$ cat config.mk
export PLATFORM = sky130hd
export DESIGN_NAME = stream_sink
export DESIGN_NICKNAME = d
export VERILOG_FILES = /design/src/rtl/stream_sink.sv
export SDC_FILE = /design/constraint.sdc
export NUM_CORES = 1
export LEC_CHECK = 0
export CELL_PAD_IN_SITES_DETAIL_PLACEMENT = 1
export CELL_PAD_IN_SITES_GLOBAL_PLACEMENT = 1
export CORE_ASPECT_RATIO = 0.8
export CORE_MARGIN = 1
export CORE_UTILIZATION = 32
export CTS_CLUSTER_SIZE = 16
export DETAILED_ROUTE_END_ITERATION = 8
export GPL_TIMING_DRIVEN = 0
export MAX_ROUTING_LAYER = met4
export PLACE_DENSITY_LB_ADDON = 0.1
export RECOVER_POWER = 50
export SLEW_MARGIN = 0
export SYNTH_ARGS = -nofsm -noshare
export SYNTH_HDL_FRONTEND = slang
export SYNTH_SLANG_ARGS = --single-unit
$ cat constraint.sdc
create_clock -name clk -period 2.15 [get_ports clk]
set_input_delay 0.43 -clock clk [delete_from_list [all_inputs] [get_ports clk]]
set_output_delay 0.43 -clock clk [all_outputs]
set_load 0.02 [all_outputs]
$ cat src/rtl/stream_sink.sv
// Valid/ready/last frame sink: counts accepted beats, sums payload, flags frame-length errors.
// Optional LFSR-driven backpressure is built only when STREAM_SINK_STALL_EN is defined.
module stream_sink #(
    parameter int          DATA_W    = 8,
    parameter int          FRAME_LEN = 65536,
    parameter logic [15:0] LFSR_SEED = 16'hACE1
) (
    input  logic              clk,
    input  logic              reset,
    input  logic              start_in,
    input  logic [DATA_W-1:0] data_in,
    input  logic              valid,
    input  logic              last_in,
    output logic              ready,
    output logic              stop_out,
    output logic [23:0]       beat_count,
    output logic [31:0]       checksum,
    output logic              err_early_last,
    output logic              err_missing_last
);

    typedef enum logic [1:0] {
        S_IDLE,
        S_RECV,
        S_STALL,
        S_DONE
    } state_t;

    localparam logic [23:0] LAST_IDX = 24'(FRAME_LEN - 1);

    state_t      state_q, state_d;
    logic [23:0] cnt_q, cnt_d;
    logic [31:0] sum_q, sum_d;
    logic        early_q, early_d;
    logic        miss_q, miss_d;

`ifdef STREAM_SINK_STALL_EN
    logic [15:0] lfsr_q;
    logic [5:0]  stall_q, stall_d;
`endif

    always_ff @(posedge clk) begin
        if (reset) begin
            state_q <= S_IDLE;
            cnt_q   <= '0;
            sum_q   <= '0;
            early_q <= 1'b0;
            miss_q  <= 1'b0;
        end else begin
            state_q <= state_d;
            cnt_q   <= cnt_d;
            sum_q   <= sum_d;
            early_q <= early_d;
            miss_q  <= miss_d;
        end
    end

`ifdef STREAM_SINK_STALL_EN
    // Fibonacci LFSR, taps 16,14,13,11, free-running regardless of state.
    always_ff @(posedge clk) begin
        if (reset) begin
            lfsr_q  <= LFSR_SEED;
            stall_q <= '0;
        end else begin
            lfsr_q  <= {lfsr_q[0] ^ lfsr_q[2] ^ lfsr_q[3] ^ lfsr_q[5], lfsr_q[15:1]};
            stall_q <= stall_d;
        end
    end
`endif

    always_comb begin
        state_d = state_q;
        cnt_d   = cnt_q;
        sum_d   = sum_q;
        early_d = early_q;
        miss_d  = miss_q;
`ifdef STREAM_SINK_STALL_EN
        stall_d = stall_q;
`endif
        case (state_q)
            S_IDLE, S_DONE: begin
                if (start_in) begin
                    state_d = S_RECV;
                    cnt_d   = '0;
                    sum_d   = '0;
                    early_d = 1'b0;
                    miss_d  = 1'b0;
                end
            end
            S_RECV: begin
                if (valid) begin
                    cnt_d = cnt_q + 24'd1;
                    sum_d = sum_q + 32'(data_in);
                    // cnt_q is the index of this beat; the frame ends on last_in or the final index.
                    if (last_in || (cnt_q == LAST_IDX)) begin
                        state_d = S_DONE;
                        early_d = last_in && (cnt_q != LAST_IDX);
                        miss_d  = !last_in && (cnt_q == LAST_IDX);
                    end
`ifdef STREAM_SINK_STALL_EN
                    else if (lfsr_q[0]) begin
                        state_d = S_STALL;
                        stall_d = 6'd1 + {1'b0, lfsr_q[5:1]};
                    end
`endif
                end
            end
            S_STALL: begin
`ifdef STREAM_SINK_STALL_EN
                if (stall_q == 6'd1) begin
                    state_d = S_RECV;
                end else begin
                    stall_d = stall_q - 6'd1;
                end
`else
                state_d = S_RECV;
`endif
            end
            default: state_d = S_IDLE;
        endcase
    end

    assign ready            = (state_q == S_RECV);
    assign stop_out         = (state_q == S_DONE);
    assign beat_count       = cnt_q;
    assign checksum         = sum_q;
    assign err_early_last   = early_q;
    assign err_missing_last = miss_q;

endmodule
# == Word level (Yosys, flattened, before mapping) ==
# Cells that the tools add are included.
# op_classes
addsub,2
eq_ne,8
muxes,17
reduce_logical,10
# op_table
op,n
$mux W32,2
$pmux W32 S2,1
$mux W24,2
$pmux W24 S2,1
$add A32 B8 Y32,1
$add A24 B1 Y24 const B,1
$eq A24 B16 Y1 const B,1
$ne A24 B16 Y1 const B,1
$mux W2,3
$pmux W2 S3,1
$reduce_and A3 Y1,2
$mux W1,5
$eq A2 B2 Y1 const B,2
$ne A2 B2 Y1 const B,2
$pmux W1 S2,2
$reduce_and A4 Y1,1
$eq A2 B1 Y1 const B,1
$logic_and A1 B1 Y1,2
$logic_not A2 Y1,1
$ne A2 B1 Y1 const B,1
$reduce_bool A2 Y1,1
$reduce_or A2 Y1,1
$logic_not A1 Y1,1
$logic_or A1 B1 Y1,1
# totals
reg_bits,60
elab_cells,42

# == Longest topological paths before layout ==
# logic_depth
word_depth,5
ltp_mapped,9
depth_no_buf,8

# == Least setup slack after synthesis ==
# No wires, ideal clock.
# synth_timing
kind,register to register
from,"register sum_q[0], in the netlist checksum[0]"
to,"register sum_q[20], in the netlist checksum[20]"
setup_time_ps,74
arrival_time_ps,2183
required_ps,2076
setup_slack_ps,-108
path_stages_with_launch,10
path_buffers,1
synth_period_minus_slack_ps,2258
cell_sequence,dfxtp_1 > ha_1 > inv_1 > fa_1 > nor2b_1 > o211a_1 > o2111ai_2 > buf_2 > a2111o_1 > o21ai_0
# synth_between
elab_chain_len,3
# synth_rtl
item,line_no,rtl
from (decl),33,"logic [31:0] sum_q, sum_d;"
from (signal assigned),52,sum_q <= sum_d;
$add A32 B8 Y32,93,sum_d = sum_q + 32'(data_in);
$mux W32,91,if (valid) begin
$pmux W32 S2,80,case (state_q)
# Every way passes these cells. The select of a mux whose other input is x is not followed.
# A chain may end at the register's enable or synchronous reset.

# == Worst setup path after layout ==
# layout_timing
from,input data_in[3]
to,"register sum_q[13], in the netlist checksum[13]"
# layout_between
elab_chain_len,3
# layout_rtl
item,line_no,rtl
from (decl),11,"input logic [DATA_W-1:0] data_in,"
$add A32 B8 Y32,93,
$mux W32,91,
$pmux W32 S2,80,
# Every way passes these cells. The select of a mux whose other input is x is not followed.

==> out/metrics.cfg <==
[grt]
grt_overflow=0
grt_usage_pct=22.6
grt_max_degree=11
first_global_vias=3532
grt_pass1_wl_microns=18300
antenna_found_initial=0

[yosys]
ys_async_sr_fraction_pct=0
synth_edf_count=0
yosys.cell_types.count=53
syn_area_per_cell_sq_um=8.27
postSynthCellCount=407
yosysWarnings=0
ys_dominant_reg_cell=dfxtp_1
synth_nets=433
ys_seq_area_share_pct=35.7
netlist_area_sq_mm=0.00337
ys_ff_latch=60

[sta]
slew_headroom_pct=60.7
hold_viol_final=0
layout_setup_ws_ns=0.0290
clock_skew_ns=0.00766
slew_violations=0
tightest_slew_ns=0.585
finalSetupViolCount=0
final.period_utilization_pct=98.7
max_freq_mhz=471
rsz0062_at_grt=true
min_period_ns=2.12

[clock_network]
cts_max_level=3
clk_pin_slew_worst_paths_ns=0.06
hold_buffers=0
cts_buffers=9
cts_sinks=60
cts_tree=built
cts_buffer_depth=2
worstSkewPairLatency_ns=0.34
cts_root_buf=clkbuf_16

[die]
die_w_microns=117
die_y_microns=93.7
ios=73
start_util_pct=32.9
core_area_sq_mm=0.0102
die-area_sq_mm=0.0109
row_count=33

[route]
wire_per_inst_microns=17.7
drtPass1Iterations=4
routed.top_layer=met4
wl_met1_microns=5540
wirelength_microns=11500
drtIter0Drc=89
dr_wl_met3_microns=388
vias=3518
met2_length_microns=5450
drc=0
ant_nets=0
viasPerCell=5.41

[power]
leakage_nw=1.77
powerDensity_mw_per_mm2=644
ir_worst_vdd_mv=0.297
p_total_mw=3.18
p_sw_mw=0.912
power_frac_comb_pct=19.6
pwr-share-seq_pct=36.6
p_clk_share_pct=43.8
intPower_mw=2.27
power.share.switching_pct=28.6

[placed_design]
place_congestion=0.801
place_hpwl_microns=7910
dpl_worst_slack_ns=-0.785
io_buffers=72

[worst_setup_path]
endpoint_kind=register
arrival_ns=2.38
cp-start-kind=input port
critical_path_peak_fanout=8
critical_path_class=input port to register
crit_required_ns=2.41

[finish]
drive_gt1_share_pct=18.0
area_growth_pct=46.9
antennaDiodeCount=0
layout.nets=531

[worst_hold_path]
min_path_type=register to register

[flow_run]
drv_cap=0

[run_status]
outcome=complete, no violations

[cell type report]
class / count / area [sq um]
Tap cell: 140 / 175
Multi-Input combinational cell: 313 / 2240
Buffer: 19 / 133
Clock inverter: 4 / 22.5
Inverter: 13 / 48.8
Clock buffer: 12 / 267
Fill cell: 1249 / 5300
Timing Repair Buffer: 89 / 848
Sequential cell: 60 / 1210
[cells in the final DEF (no fill, tap or decap), drive strengths merged, types with 13 or more instances in the layout]
master	instances
nor2	31
clkdlybuf4s50	62
inv	13
nand2	42
clkbuf	22
xor2	20
nand3	24
dfxtp	60
nand4	22
o21ai	15
a21oi	32
buf	26
[power groups by stage]
stage / logic (mW) / clock network (mW) / registers (mW)
floorplan: 0.285 / 0 / 1.20
global placement: 0.481 / 0 / 1.18
detailed placement: 0.492 / 0 / 1.18
CTS: 0.569 / 1.42 / 1.16
global route: 0.674 / 1.47 / 1.17
finish: 0.623 / 1.39 / 1.17
[registers in the layout, summed over array words and instances, names as in the netlist]
signal and cells:
checksum 32, beat_count 24, state_q 2, err_early_last 1
err_missing_last 1
[routing by layer]
layer | up-vias | global-route usage, %
met4 | 0 | 6.01
met5 | - | -
met1 | 1766 | 29.8
met2 | 55 | 35.7
met3 | 9 | 3.94
li1 | 1688 | -
[what timing repair did]
item	CTS	global route
cloned	2	0
gates resized for setup	46	28
setup buffers	12	3
pin swaps	11	8
endpoints found under the setup margin	55	48
[worst paths after layout]
path / from / to / slack, ns / depth (start not counted)
worst max-delay path: data_in[3] / checksum[13]$_SDFFE_PP0P_ / 0.03 / 7
worst min-delay path: err_missing_last$_SDFFE_PP0P_ / err_missing_last$_SDFFE_PP0P_ / 0.48 / 2
worst max register to register: checksum[0]$_SDFFE_PP0P_ / checksum[20]$_SDFFE_PP0P_ / 0.06 / 9
worst min register to register: err_missing_last$_SDFFE_PP0P_ / err_missing_last$_SDFFE_PP0P_ / 0.48 / 2
[Yosys cell counts (2+ instances only)]
cell type,count,area [sq um]
a2111o_1,4,45.0
a21o_1,3,22.5
a21oi_1,32,160
a41o_1,2,20.0
and2_1,8,50.1
and3_1,9,56.3
and4_1,9,78.8
buf_2,6,30.0
buf_4,2,15.0
clkbuf_1,13,48.8
dfxtp_1,60,1200
ha_1,12,150
inv_1,13,48.8
mux2i_1,8,80.1
nand2_1,42,158
nand2b_1,4,25.0
nand3_1,23,115
nand3b_1,2,15.0
nand4_1,21,131
nand4b_1,2,17.5
nor2_1,31,116
nor2b_1,3,18.8
nor3_1,7,35.0
nor4_1,3,18.8
o2111a_1,2,22.5
o211ai_1,3,22.5
o21a_1,3,22.5
o21ai_0,15,75.1
o311ai_0,2,17.5
o31ai_1,5,37.5
or2_2,6,37.5
or4_1,9,67.6
xnor2_1,4,35.0
xor2_1,20,175
[per-stage QoR]
| stage | utilization [%] | cells | hold slack (ns) | cell area, sq um | TNS (ns) |
|---|---|---|---|---|---|
| after floorplan | - | 407 | 0.492 | 3380 | 0 |
| after global placement | 41.7 | 619 | 0.450 | 4270 | -30.87 |
| after detailed placement | 41.7 | 619 | 0.461 | 4270 | -31.59 |
| after CTS | 46.9 | 647 | 0.471 | 4800 | -0.00737 |
| after global routing | 48.3 | 650 | 0.503 | 4940 | -0.101 |
| final | 48.3 | 650 | 0.485 | 4940 | 0 |
[critical path, cell delays in order]
cell and delay [ns]:
clkdlybuf4s50_1 0.44, ha_4 0.31, and3_4 0.21, a221oi_4 0.09, o21a_4 0.25, or4_1 0.48, a21oi_1 0.17
[cells by family (layout without fill, tap and decap cells)]
logic type / after synthesis / count (layout) / share of synthesized area (%)
AOI/OAI and AO/OA: 81 / 81 / 16.2
xor gates and xnor gates: 24 / 24 / 6.25
adders and majority gates: 13 / 13 / 5.06
buffers and inverters: 34 / 137 / 4.24
DFF: 60 / 60 / 35.7
muxes: 8 / 8 / 2.38
and+or+nand+nor: 187 / 187 / 30.1
Power figures use the tool's default switching activity.
